$ cat config.mk
export PLATFORM = sky130hd
export DESIGN_NAME = id_ex_hazard_reg_flat
export DESIGN_NICKNAME = d
export VERILOG_FILES = /design/src/rtl/id_ex_hazard_reg_if.sv /design/src/rtl/id_ex_hazard_reg.sv /design/src/flat_wrapper.sv
export SDC_FILE = /design/constraint.sdc
export NUM_CORES = 1
export LEC_CHECK = 0
export CORE_ASPECT_RATIO = 0.9
export CORE_MARGIN = 3
export CORE_UTILIZATION = 36
export DETAILED_ROUTE_END_ITERATION = 12
export PLACE_DENSITY = 0.85
export RECOVER_POWER = 25
export SLEW_MARGIN = 20
export SYNTH_ARGS = -nofsm -noshare
export SYNTH_HDL_FRONTEND = slang
export SYNTH_SLANG_ARGS = --single-unit
$ cat constraint.sdc
create_clock -name clk_i -period 3.66 [get_ports clk_i]
set_clock_uncertainty 0.1 [all_clocks]
set_input_delay 0.366 -clock clk_i [delete_from_list [all_inputs] [get_ports clk_i]]
set_output_delay 0.366 -clock clk_i [all_outputs]
set_load 0.01 [all_outputs]
$ cat src/rtl/id_ex_hazard_reg_if.sv
// ID->EX stage bundle: decoder outputs into the hazard register and the
// registered EX fields plus front-end write enables coming back out.
interface id_ex_hazard_reg_if #(
   parameter int DATA_W = 32,
   parameter int REG_W  = 5
);
   logic              start_i;
   logic [6:0]        op_i;
   logic [1:0]        ALUOp_i;
   logic              ALUSrc_i, Branch_i, MemRead_i, MemWrite_i, RegWrite_i, MemtoReg_i;
   logic [DATA_W-1:0] rs1_data_i, rs2_data_i, imm_i;
   logic [9:0]        funct_i;
   logic [REG_W-1:0]  rs1_addr_i, rs2_addr_i, rd_addr_i;
   logic              flush_i;

   logic [1:0]        ex_ALUOp_o;
   logic              ex_ALUSrc_o, ex_Branch_o, ex_MemRead_o, ex_MemWrite_o, ex_RegWrite_o, ex_MemtoReg_o;
   logic [DATA_W-1:0] ex_rs1_data_o, ex_rs2_data_o, ex_imm_o;
   logic [9:0]        ex_funct_o;
   logic [REG_W-1:0]  ex_rs1_addr_o, ex_rs2_addr_o, ex_rd_addr_o;
   logic              stall_o, pc_write_o, ifid_write_o;

   modport master (
      output start_i, op_i, ALUOp_i, ALUSrc_i, Branch_i, MemRead_i, MemWrite_i,
             RegWrite_i, MemtoReg_i, rs1_data_i, rs2_data_i, imm_i, funct_i,
             rs1_addr_i, rs2_addr_i, rd_addr_i, flush_i,
      input  ex_ALUOp_o, ex_ALUSrc_o, ex_Branch_o, ex_MemRead_o, ex_MemWrite_o,
             ex_RegWrite_o, ex_MemtoReg_o, ex_rs1_data_o, ex_rs2_data_o, ex_imm_o,
             ex_funct_o, ex_rs1_addr_o, ex_rs2_addr_o, ex_rd_addr_o,
             stall_o, pc_write_o, ifid_write_o
   );

   modport slave (
      input  start_i, op_i, ALUOp_i, ALUSrc_i, Branch_i, MemRead_i, MemWrite_i,
             RegWrite_i, MemtoReg_i, rs1_data_i, rs2_data_i, imm_i, funct_i,
             rs1_addr_i, rs2_addr_i, rd_addr_i, flush_i,
      output ex_ALUOp_o, ex_ALUSrc_o, ex_Branch_o, ex_MemRead_o, ex_MemWrite_o,
             ex_RegWrite_o, ex_MemtoReg_o, ex_rs1_data_o, ex_rs2_data_o, ex_imm_o,
             ex_funct_o, ex_rs1_addr_o, ex_rs2_addr_o, ex_rd_addr_o,
             stall_o, pc_write_o, ifid_write_o
   );
endinterface

$ cat src/rtl/id_ex_hazard_reg.sv
// ID/EX register with load-use bubble insertion; 1-cycle ID->EX latency, +1 cycle per load-use pair.
// Optional HAZARD_STALL_CNT_EN adds a saturating 32-bit stall counter output.
module id_ex_hazard_reg #(
   parameter int DATA_W = 32,
   parameter int REG_W  = 5
) (
   input  logic                clk_i,
   input  logic                rst_i,
   id_ex_hazard_reg_if.slave   bus
`ifdef HAZARD_STALL_CNT_EN
   ,
   output logic [31:0]         stall_cnt_o
`endif
);

   typedef enum logic [1:0] {IDLE, RUN, STALL} state_t;

   state_t state;
   logic   rs2_used;
   logic   rd_match;
   logic   hazard;
   logic   bubble;

   assign rs2_used = (bus.op_i == 7'b0110011) || (bus.op_i == 7'b0100011) ||
                     (bus.op_i == 7'b1100011);
   assign rd_match = (bus.ex_rd_addr_o == bus.rs1_addr_i) ||
                     (rs2_used && (bus.ex_rd_addr_o == bus.rs2_addr_i));

   // In STALL the EX slot already holds the bubble, so detection is masked.
   assign hazard = (state == RUN) && bus.ex_MemRead_o && (bus.ex_rd_addr_o != '0) &&
                   rd_match && !bus.flush_i;
   assign bubble = (state == IDLE) || hazard || bus.flush_i;

   assign bus.stall_o      = hazard;
   assign bus.pc_write_o   = (state != IDLE) && !hazard;
   assign bus.ifid_write_o = (state != IDLE) && !hazard;

   always_ff @(posedge clk_i or negedge rst_i) begin
      if (!rst_i) begin
         state             <= IDLE;
         bus.ex_ALUOp_o    <= '0;
         bus.ex_ALUSrc_o   <= 1'b0;
         bus.ex_Branch_o   <= 1'b0;
         bus.ex_MemRead_o  <= 1'b0;
         bus.ex_MemWrite_o <= 1'b0;
         bus.ex_RegWrite_o <= 1'b0;
         bus.ex_MemtoReg_o <= 1'b0;
         bus.ex_rs1_data_o <= '0;
         bus.ex_rs2_data_o <= '0;
         bus.ex_imm_o      <= '0;
         bus.ex_funct_o    <= '0;
         bus.ex_rs1_addr_o <= '0;
         bus.ex_rs2_addr_o <= '0;
         bus.ex_rd_addr_o  <= '0;
      end else begin
         case (state)
            IDLE:    if (bus.start_i) state <= RUN;
            RUN:     if (hazard) state <= STALL;
            STALL:   state <= RUN;
            default: state <= IDLE;
         endcase

         bus.ex_ALUOp_o    <= bubble ? 2'b00 : bus.ALUOp_i;
         bus.ex_ALUSrc_o   <= bubble ? 1'b0  : bus.ALUSrc_i;
         bus.ex_Branch_o   <= bubble ? 1'b0  : bus.Branch_i;
         bus.ex_MemRead_o  <= bubble ? 1'b0  : bus.MemRead_i;
         bus.ex_MemWrite_o <= bubble ? 1'b0  : bus.MemWrite_i;
         bus.ex_RegWrite_o <= bubble ? 1'b0  : bus.RegWrite_i;
         bus.ex_MemtoReg_o <= bubble ? 1'b0  : bus.MemtoReg_i;

         // Datapath fields always load so they stay deterministic under a bubble.
         bus.ex_rs1_data_o <= bus.rs1_data_i;
         bus.ex_rs2_data_o <= bus.rs2_data_i;
         bus.ex_imm_o      <= bus.imm_i;
         bus.ex_funct_o    <= bus.funct_i;
         bus.ex_rs1_addr_o <= bus.rs1_addr_i;
         bus.ex_rs2_addr_o <= bus.rs2_addr_i;
         bus.ex_rd_addr_o  <= bus.rd_addr_i;
      end
   end

`ifdef HAZARD_STALL_CNT_EN
   always_ff @(posedge clk_i or negedge rst_i) begin
      if (!rst_i) begin
         stall_cnt_o <= '0;
      end else if (hazard && (stall_cnt_o != 32'hFFFF_FFFF)) begin
         stall_cnt_o <= stall_cnt_o + 32'd1;
      end
   end
`endif

endmodule

$ cat src/flat_wrapper.sv
// flat-port wrapper written by rule: the top's interface ports become plain ports
module id_ex_hazard_reg_flat 
#(
   parameter int DATA_W = 32,
   parameter int REG_W  = 5
)
  (clk_i, rst_i, bus_start_i, bus_op_i, bus_ALUOp_i, bus_ALUSrc_i, bus_Branch_i, bus_MemRead_i, bus_MemWrite_i, bus_RegWrite_i, bus_MemtoReg_i, bus_rs1_data_i, bus_rs2_data_i, bus_imm_i, bus_funct_i, bus_rs1_addr_i, bus_rs2_addr_i, bus_rd_addr_i, bus_flush_i, bus_ex_ALUOp_o, bus_ex_ALUSrc_o, bus_ex_Branch_o, bus_ex_MemRead_o, bus_ex_MemWrite_o, bus_ex_RegWrite_o, bus_ex_MemtoReg_o, bus_ex_rs1_data_o, bus_ex_rs2_data_o, bus_ex_imm_o, bus_ex_funct_o, bus_ex_rs1_addr_o, bus_ex_rs2_addr_o, bus_ex_rd_addr_o, bus_stall_o, bus_pc_write_o, bus_ifid_write_o);
  id_ex_hazard_reg_if #(.DATA_W(DATA_W), .REG_W(REG_W)) bus_i ();
  input  logic clk_i;
  input  logic rst_i;
  input wire logic [$bits(bus_i.start_i)-1:0] bus_start_i;
  input wire logic [$bits(bus_i.op_i)-1:0] bus_op_i;
  input wire logic [$bits(bus_i.ALUOp_i)-1:0] bus_ALUOp_i;
  input wire logic [$bits(bus_i.ALUSrc_i)-1:0] bus_ALUSrc_i;
  input wire logic [$bits(bus_i.Branch_i)-1:0] bus_Branch_i;
  input wire logic [$bits(bus_i.MemRead_i)-1:0] bus_MemRead_i;
  input wire logic [$bits(bus_i.MemWrite_i)-1:0] bus_MemWrite_i;
  input wire logic [$bits(bus_i.RegWrite_i)-1:0] bus_RegWrite_i;
  input wire logic [$bits(bus_i.MemtoReg_i)-1:0] bus_MemtoReg_i;
  input wire logic [$bits(bus_i.rs1_data_i)-1:0] bus_rs1_data_i;
  input wire logic [$bits(bus_i.rs2_data_i)-1:0] bus_rs2_data_i;
  input wire logic [$bits(bus_i.imm_i)-1:0] bus_imm_i;
  input wire logic [$bits(bus_i.funct_i)-1:0] bus_funct_i;
  input wire logic [$bits(bus_i.rs1_addr_i)-1:0] bus_rs1_addr_i;
  input wire logic [$bits(bus_i.rs2_addr_i)-1:0] bus_rs2_addr_i;
  input wire logic [$bits(bus_i.rd_addr_i)-1:0] bus_rd_addr_i;
  input wire logic [$bits(bus_i.flush_i)-1:0] bus_flush_i;
  output wire logic [$bits(bus_i.ex_ALUOp_o)-1:0] bus_ex_ALUOp_o;
  output wire logic [$bits(bus_i.ex_ALUSrc_o)-1:0] bus_ex_ALUSrc_o;
  output wire logic [$bits(bus_i.ex_Branch_o)-1:0] bus_ex_Branch_o;
  output wire logic [$bits(bus_i.ex_MemRead_o)-1:0] bus_ex_MemRead_o;
  output wire logic [$bits(bus_i.ex_MemWrite_o)-1:0] bus_ex_MemWrite_o;
  output wire logic [$bits(bus_i.ex_RegWrite_o)-1:0] bus_ex_RegWrite_o;
  output wire logic [$bits(bus_i.ex_MemtoReg_o)-1:0] bus_ex_MemtoReg_o;
  output wire logic [$bits(bus_i.ex_rs1_data_o)-1:0] bus_ex_rs1_data_o;
  output wire logic [$bits(bus_i.ex_rs2_data_o)-1:0] bus_ex_rs2_data_o;
  output wire logic [$bits(bus_i.ex_imm_o)-1:0] bus_ex_imm_o;
  output wire logic [$bits(bus_i.ex_funct_o)-1:0] bus_ex_funct_o;
  output wire logic [$bits(bus_i.ex_rs1_addr_o)-1:0] bus_ex_rs1_addr_o;
  output wire logic [$bits(bus_i.ex_rs2_addr_o)-1:0] bus_ex_rs2_addr_o;
  output wire logic [$bits(bus_i.ex_rd_addr_o)-1:0] bus_ex_rd_addr_o;
  output wire logic [$bits(bus_i.stall_o)-1:0] bus_stall_o;
  output wire logic [$bits(bus_i.pc_write_o)-1:0] bus_pc_write_o;
  output wire logic [$bits(bus_i.ifid_write_o)-1:0] bus_ifid_write_o;
  assign bus_i.start_i = bus_start_i;
  assign bus_i.op_i = bus_op_i;
  assign bus_i.ALUOp_i = bus_ALUOp_i;
  assign bus_i.ALUSrc_i = bus_ALUSrc_i;
  assign bus_i.Branch_i = bus_Branch_i;
  assign bus_i.MemRead_i = bus_MemRead_i;
  assign bus_i.MemWrite_i = bus_MemWrite_i;
  assign bus_i.RegWrite_i = bus_RegWrite_i;
  assign bus_i.MemtoReg_i = bus_MemtoReg_i;
  assign bus_i.rs1_data_i = bus_rs1_data_i;
  assign bus_i.rs2_data_i = bus_rs2_data_i;
  assign bus_i.imm_i = bus_imm_i;
  assign bus_i.funct_i = bus_funct_i;
  assign bus_i.rs1_addr_i = bus_rs1_addr_i;
  assign bus_i.rs2_addr_i = bus_rs2_addr_i;
  assign bus_i.rd_addr_i = bus_rd_addr_i;
  assign bus_i.flush_i = bus_flush_i;
  assign bus_ex_ALUOp_o = bus_i.ex_ALUOp_o;
  assign bus_ex_ALUSrc_o = bus_i.ex_ALUSrc_o;
  assign bus_ex_Branch_o = bus_i.ex_Branch_o;
  assign bus_ex_MemRead_o = bus_i.ex_MemRead_o;
  assign bus_ex_MemWrite_o = bus_i.ex_MemWrite_o;
  assign bus_ex_RegWrite_o = bus_i.ex_RegWrite_o;
  assign bus_ex_MemtoReg_o = bus_i.ex_MemtoReg_o;
  assign bus_ex_rs1_data_o = bus_i.ex_rs1_data_o;
  assign bus_ex_rs2_data_o = bus_i.ex_rs2_data_o;
  assign bus_ex_imm_o = bus_i.ex_imm_o;
  assign bus_ex_funct_o = bus_i.ex_funct_o;
  assign bus_ex_rs1_addr_o = bus_i.ex_rs1_addr_o;
  assign bus_ex_rs2_addr_o = bus_i.ex_rs2_addr_o;
  assign bus_ex_rd_addr_o = bus_i.ex_rd_addr_o;
  assign bus_stall_o = bus_i.stall_o;
  assign bus_pc_write_o = bus_i.pc_write_o;
  assign bus_ifid_write_o = bus_i.ifid_write_o;
  id_ex_hazard_reg #(.DATA_W(DATA_W), .REG_W(REG_W)) u_core (.clk_i(clk_i), .rst_i(rst_i), .bus(bus_i));
endmodule
==> results.md, run 1 <==
* Setup TNS at 0 ps
* Starting DRT DRC Count at 85
* Largest net degree at the start of global routing at 110
* Reg-to-reg startpoint: u_core.bus.ex_rd_addr_o[3]
* First drt pass iteration count at 4
* CP Cell Sequence: xor2_1 > a2111oi_4 > nand4_2 > a211oi_4 > nor2_1 > clkdlybuf4s50_1
* Number of diodes at 0
* Synth Register Bits at roughly 130
* Nets at 600
* Max Root-Sink Buffers at 2
* Area occupied by multi-input gates at 297 µm²
* IO Pins at 272
* Fill cells at 577
* Hold crit path type: input port to flop
* Synthesized area at 3590 µm²
* First-pass GRT wire length at 16.7 mm
* Worst slew pin tran at 911 ps
* Seq/Total Area, Yosys at 0.914
* CP max FO at 10
* Detail Placement HPWL at 8.50 mm
* Min Tclk post-route at 3280 ps
* Antenna Nets Post-Route at 0
* H-tree Lvls at 4
* Clock Latency Late Sink at ~490 ps
* Die area at between 10000 and 15000 µm²
* Port bufs at 271
* Power density cells at 514 nW/µm²
* Synth top area share at 0.914
* Clock slew at reported path FFs at 60 ps
* Fin crit share at 0.897
* Hold path startpoint: bus_rs2_data_i[25]
* Core area at 9410 µm²
* Mapped Cells at about 170
* Netlist cell types at 17
* Fmax at around 0.30 GHz
* CTS tree: yes
* Critical Path Start: u_core.bus.ex_rd_addr_o[3]
* Site Rows at 33
* RSZ-0062 raised after global routing: false
* Worst Path Required at 3190 ps
* Inserted Clock Buffers at 17
* Final setup fails at 0
* Via count at 2522
* DR vias/cell at 4.24
* Final Max Tran Viols at 0
* Slowest cell on crit path: clkdlybuf4s50_1
* Overall Power at 3.64 mW
* Wirelength per Cell at 18.7 µm
* Leakage power at 3.02 nW
* YS warnings at 0
* Startpoint Class: flop
* Residual DRC count at 0
* Fin. Hold Viols at 0
* Status: complete, no violations
* Initial antenna violation count at 0
* Post-route cell area at 7080 µm²
* Placer Congestion at about 0.80
* Worst Path Arrival at between 2000 and 3000 ps
* Routed WL at roughly 11 mm
* Placed inst area at 6460 µm²
* Critical path class: flop to primary output
* Commonest non-fill, non-tap cell in the layout: clkdlybuf4s50_1
* Max-capacitance violation count at 0
* Worst hold slack at 224 ps
* Syn_nets at 309
* DIE WIDTH at 111 µm
* CTS-repair resized insts at 0
* Most frequent cells in the layout: clkdlybuf4s50_1, dfrtp_1, dlygate4sd3_1
* Mean Syn Cell Area at between 20 and 25 µm²
* Share of layout cells above drive strength 1 at 0.0782
* Total GRT Usage at 0.205
* Crit. End Element: primary output
* Area grow syn2layout at 97.3%
* Number of global-route vias before repair at 2934
* Reg area at 3280 µm²
* Clock Sinks at around 130
* Worst VDD drop at between 0.0004 and 0.0005 V
* Relative slew slack at 0.393
* GRT Residual Overflow at 0
* Root Buffer: clkbuf_8
* Chip height at 101 µm
* CP peak stage delay at 520 ps
* Post-CTS Setup Inserts at 0
* Initial core utilization at 0.381
* Top cells by area, synth: dfrtp_1, nor4b_1, xor2_1
* Leading area contributor after synthesis: dfrtp_1
## repair_timing
| action | in CTS | in global routing |
|---|---|---|
| hold buffers | 1 | 0 |
| hold endpoints to repair | 107 | 0 |
| endpoints found under the setup margin | 0 | 0 |
## layer usage
metal  share of wire  vias up  global-route usage  wire length, µm
met4          0.0061        0              0.0645               68
met5               0        -                   0                0
met2            0.55      156               0.379             6090
li1                -     1142                   -                -
met1            0.34     1218               0.207             3800
met3            0.10        6              0.0942             1170
## metrics by stage
step | cells | utilization | worst slack [ps]
after floorplan | 169 | - | 1260
after global placement | 562 | 0.686 | 608
after detailed placement | 562 | 0.686 | 518
after CTS | 595 | 0.752 | 352
after global routing | 595 | 0.752 | 188
final | 595 | 0.752 | 375
## area by class of cell
type / instances / share of cell area
Clock buffer: 22 / 0.0654
Clock inverter: 10 / 0.0207
Multi-Input combinational cell: 36 / 0.0419
Sequential cell: 131 / 0.463
Tap cell: 122 / 0.0216
Timing Repair Buffer: 274 / 0.387
## power breakdown
part	internal (mW)	switching (mW)	total, mW	leakage, nW
combinational	0.243	0.137	0.380	1.19
sequential	1.52	0.0268	1.55	1.54
clock	1.10	0.609	1.71	0.297
total	2.87	0.773	3.64	3.02
## cell usage after synthesis (all sizes together)
cell type and number:
nand3 1, dfrtp 131, nor2 4, nor4b 8, o21ai 1, buf 1, xor2 8, nand4 1
a211oi 3, nand2 2, clkbuf 1, a21oi 1, or4 1, nor3 3, a2111oi 1, xnor2 2
## cell families after synthesis
group / after synthesis / share of synthesized area
DFF: 131 / 0.914
and+or+nand+nor: 20 / 0.0370
AOI/OAI and AO/OA: 6 / 0.0213
xor gates and xnor gates: 10 / 0.0244
buffers and inverters: 2 / 0.00314
## flip-flops by register name (all words and copies together) (netlist names)
register and count:
u_core.bus.ex_imm_o 32, u_core.bus.ex_rs1_data_o 32, u_core.bus.ex_rs2_data_o 32, u_core.bus.ex_funct_o 10
u_core.bus.ex_rd_addr_o 5, u_core.bus.ex_rs1_addr_o 5, u_core.bus.ex_rs2_addr_o 5, u_core.bus.ex_ALUOp_o 2
u_core.state 2, u_core.bus.ex_ALUSrc_o 1, u_core.bus.ex_Branch_o 1, u_core.bus.ex_MemRead_o 1
u_core.bus.ex_MemWrite_o 1, u_core.bus.ex_MemtoReg_o 1, u_core.bus.ex_RegWrite_o 1
## critical path: cells and delay by family, from the launching register on
family | cells | cell delay [ps]
flops | 1 | 430
buf+inv | 1 | 520
xor+xnor | 1 | 200
compound gates | 2 | 840
simple gates | 2 | 330
## final timing paths
check / endpoint / slack, ps / cells past startpoint
setup / recovery: bus_ifid_write_o / 380 / 6
hold / removal: u_core.bus.ex_rs2_data_o[25] / 220 / 1
setup reg to reg: u_core.bus.ex_RegWrite_o / 1610 / 5
hold reg to reg: u_core.state[0] / 420 / 1
max in group asynchronous: u_core.bus.ex_rs2_addr_o[2] / 2240 / 3
min in group asynchronous: u_core.bus.ex_funct_o[9] / 480 / 2
Note: power is estimated with default switching activity, not from simulation.
==> run 2, diff against run 1 <==
--- a/config.mk
+++ b/config.mk
@@ -5,13 +5,13 @@
 export SDC_FILE = /design/constraint.sdc
 export NUM_CORES = 1
 export LEC_CHECK = 0
+export ABC_CLOCK_PERIOD_IN_PS = 3200
 export CORE_ASPECT_RATIO = 0.9
 export CORE_MARGIN = 3
-export CORE_UTILIZATION = 36
+export CORE_UTILIZATION = 33
 export DETAILED_ROUTE_END_ITERATION = 12
-export PLACE_DENSITY = 0.85
+export PLACE_DENSITY = 0.79
 export RECOVER_POWER = 25
-export SLEW_MARGIN = 20
 export SYNTH_ARGS = -nofsm -noshare
 export SYNTH_HDL_FRONTEND = slang
 export SYNTH_SLANG_ARGS = --single-unit
==> constraint.sdc (replaced) <==
create_clock -name clk_i -period 3.2 [get_ports clk_i]
set_clock_uncertainty 0.1 [all_clocks]
set_input_delay 0.32 -clock clk_i [delete_from_list [all_inputs] [get_ports clk_i]]
set_output_delay 0.32 -clock clk_i [all_outputs]
set_load 0.01 [all_outputs]
==> results.md, run 2 (synthesized netlist as in run 1, its figures left out) <==
* Clk pwr share at 0.457 (-0.013)
* Post-CTS Setup Inserts at 0 (unchanged)
* Sw frac at 0.214 (+0.00111)
* Port bufs at 271 (unchanged)
* Site Rows at 35 (+6.1%)
* Top flop regs: u_core.bus.ex_imm_o (32), u_core.bus.ex_rs1_data_o (32), u_core.bus.ex_rs2_data_o (32)
* Power density cells at 574 nW/µm² (+12%)
* Status: complete, no violations
* Commonest non-fill, non-tap cell in the layout: clkdlybuf4s50_1
* Area grow syn2layout at 97.1%
* RSZ-0062 raised after global routing: false
* Area occupied by multi-input gates at 297 µm² (unchanged)
* Startpoint Class: flop
* Chip height at 105 µm (+4.2%)
* Clock Sinks at 131 (unchanged)
* Top delay family on crit path: compound AO/OA/AOI/OAI gates
* Max Root-Sink Buffers at 2 (unchanged)
* Placed inst area at 6480 µm² (+0.33%)
* Worst slew pin tran at 705 ps (-206 ps)
* Reg power frac at 0.436 (+0.010)
* Fin. Hold Viols at 0 (unchanged)
* Number of global-route vias before repair at 2869 (-2.2%)
* Final setup fails at 0 (unchanged)
* Max-capacitance violation count at 0 (unchanged)
* First-pass GRT wire length at 15.8 mm (-5.2%)
* Starting DRT DRC Count at 115 (+35%)
* Fill cells at 734 (+27%)
* CP Cell Sequence: xor2_1 > a2111oi_4 > nand4_2 > a211oi_4 > nor2_1 > clkdlybuf4s50_1
* Hold crit path type: input port to flop
* Via count at 2536 (+0.56%)
* Die area at 12200 µm² (+8.6%)
* GRT Residual Overflow at 0 (unchanged)
* Critical path class: flop to primary output
* Reg area at 3280 µm² (unchanged)
* Placer Congestion at 0.762 (-4.3%)
* First drt pass iteration count at 4 (unchanged)
* Relative slew slack at 0.530 (+0.137)
* Residual DRC count at 0 (unchanged)
* Core area at 10400 µm² (+11%)
* Setup TNS at 0 ps (unchanged)
* Comb pwr share at 0.107 (+0.003)
* Inserted Clock Buffers at 17 (unchanged)
* Clock Latency Late Sink at 400 ps (-90 ps)
* CP Buf/Inv Count at 1 (unchanged)
* DIE WIDTH at 116 µm (+4.2%)
* Net Sw Power at 0.866 mW (+12%)
* Post-route cell area at 7070 µm² (-0.12%)
* Final Max Tran Viols at 0 (unchanged)
* Largest net degree at the start of global routing at 79 (-28%)
* Detail Placement HPWL at 7.95 mm (-6.4%)
* CTS tree: yes
* Clock slew at reported path FFs at 60 ps (about the same)
* Routed WL at 10.3 mm (-7.5%)
* Crit. End Element: primary output
* Worst Path Arrival at 2490 ps (-330 ps)
* Worst VDD drop at 0.000390 V (-16%)
* Most frequent cells in the layout: clkdlybuf4s50_1, dfrtp_1, dlygate4sd3_1
* Fmax at 0.344 GHz
* Internal power at 3.19 mW (+11%)
* Leakage power at 3.01 nW (-0.36%)
* Nets at 600 (unchanged)
* Slowest cell on crit path: clkdlybuf4s50_1
* DR vias/cell at 4.21 (-0.78%)
* Initial antenna violation count at 1 (+1)
* Antenna Nets Post-Route at 0 (unchanged)
* H-tree Lvls at 4 (unchanged)
* CP peak stage delay at 510 ps (about the same)
* Worst Path Required at 2780 ps (-410 ps)
* Total GRT Usage at 0.176 (-0.0291)
* Share of layout cells above drive strength 1 at 0.0782 (unchanged)
* Wirelength per Cell at 17.1 µm (-8.7%)
* Fin crit share at 0.909
* Root Buffer: clkbuf_16
* IO Pins at 272 (unchanged)
* Min Tclk post-route at 2910 ps
* Initial core utilization at 0.344 (-0.0369)
* CP max FO at 4 (-6)
-- run 2: changes by cell type in the layout (fill, tap and decap cells not counted), sizes merged --
cell	previous run	this run
clkbuf	22	20
clkinvlp	1	2
inv	3	2
diode	0	1
clkinv	3	6
bufinv	3	2
-- run 2: worst paths after layout --
kind,from,to,slack [ps],depth (start not counted)
max,u_core.bus.ex_rd_addr_o[3],bus_ifid_write_o,290,6
min,bus_rs2_data_i[9],u_core.bus.ex_rs2_data_o[9],260,1
max reg2reg,u_core.bus.ex_rd_addr_o[2],u_core.bus.ex_ALUOp_o[0],1180,5
min reg2reg,u_core.state[0],u_core.state[0],410,1
max in group asynchronous,rst_i,u_core.bus.ex_imm_o[4],1830,3
min in group asynchronous,rst_i,u_core.bus.ex_rs2_data_o[27],420,2
-- run 2: final cells by class --
cell class              count  area share
diodes                      1    0.000354
clock buffers              20      0.0632
repair buffers            274       0.389
clock inverters            12      0.0184
well taps                 129      0.0228
flip-flops and latches    131       0.464
multi-input cells          36      0.0420
-- run 2: layer usage --
layer / GRT usage / vias up / wire [µm]
met5: 0 / - / 0
met4: 0.0729 / 0 / 269
met3: 0.0973 / 22 / 1300
met2: 0.296 / 183 / 5280
met1: 0.179 / 1192 / 3450
li1: - / 1139 / -
-- run 2: what timing repair did --
item,in CTS,in global routing
resized for setup,0,0
hold endpoints to repair,77,0
hold buffers,1,0
-- run 2: power groups by stage --
stage | Combinational (mW) | Clock, mW | Sequential [mW]
2_1_floorplan | 0.0237 | 0 | 1.84
3_3_place_gp | 0.455 | 0 | 1.79
3_5_place_dp | 0.461 | 0 | 1.80
4_1_cts | 0.466 | 1.90 | 1.77
5_1_grt | 0.464 | 1.99 | 1.78
6_report | 0.433 | 1.85 | 1.77
-- run 2: per-stage QoR --
step | setup slack [ps] | cells | hold WS [ps] | utilization | total power, mW
final | 291 | 603 | 265 | 0.678 | 4.05
after global placement | 411 | 569 | 281 | 0.621 | 2.25
after detailed placement | 355 | 569 | 292 | 0.621 | 2.26
after CTS | 242 | 602 | 237 | 0.678 | 4.14
after global routing | 130 | 603 | 265 | 0.678 | 4.23
after floorplan | 845 | 169 | -75.6 | - | 1.87
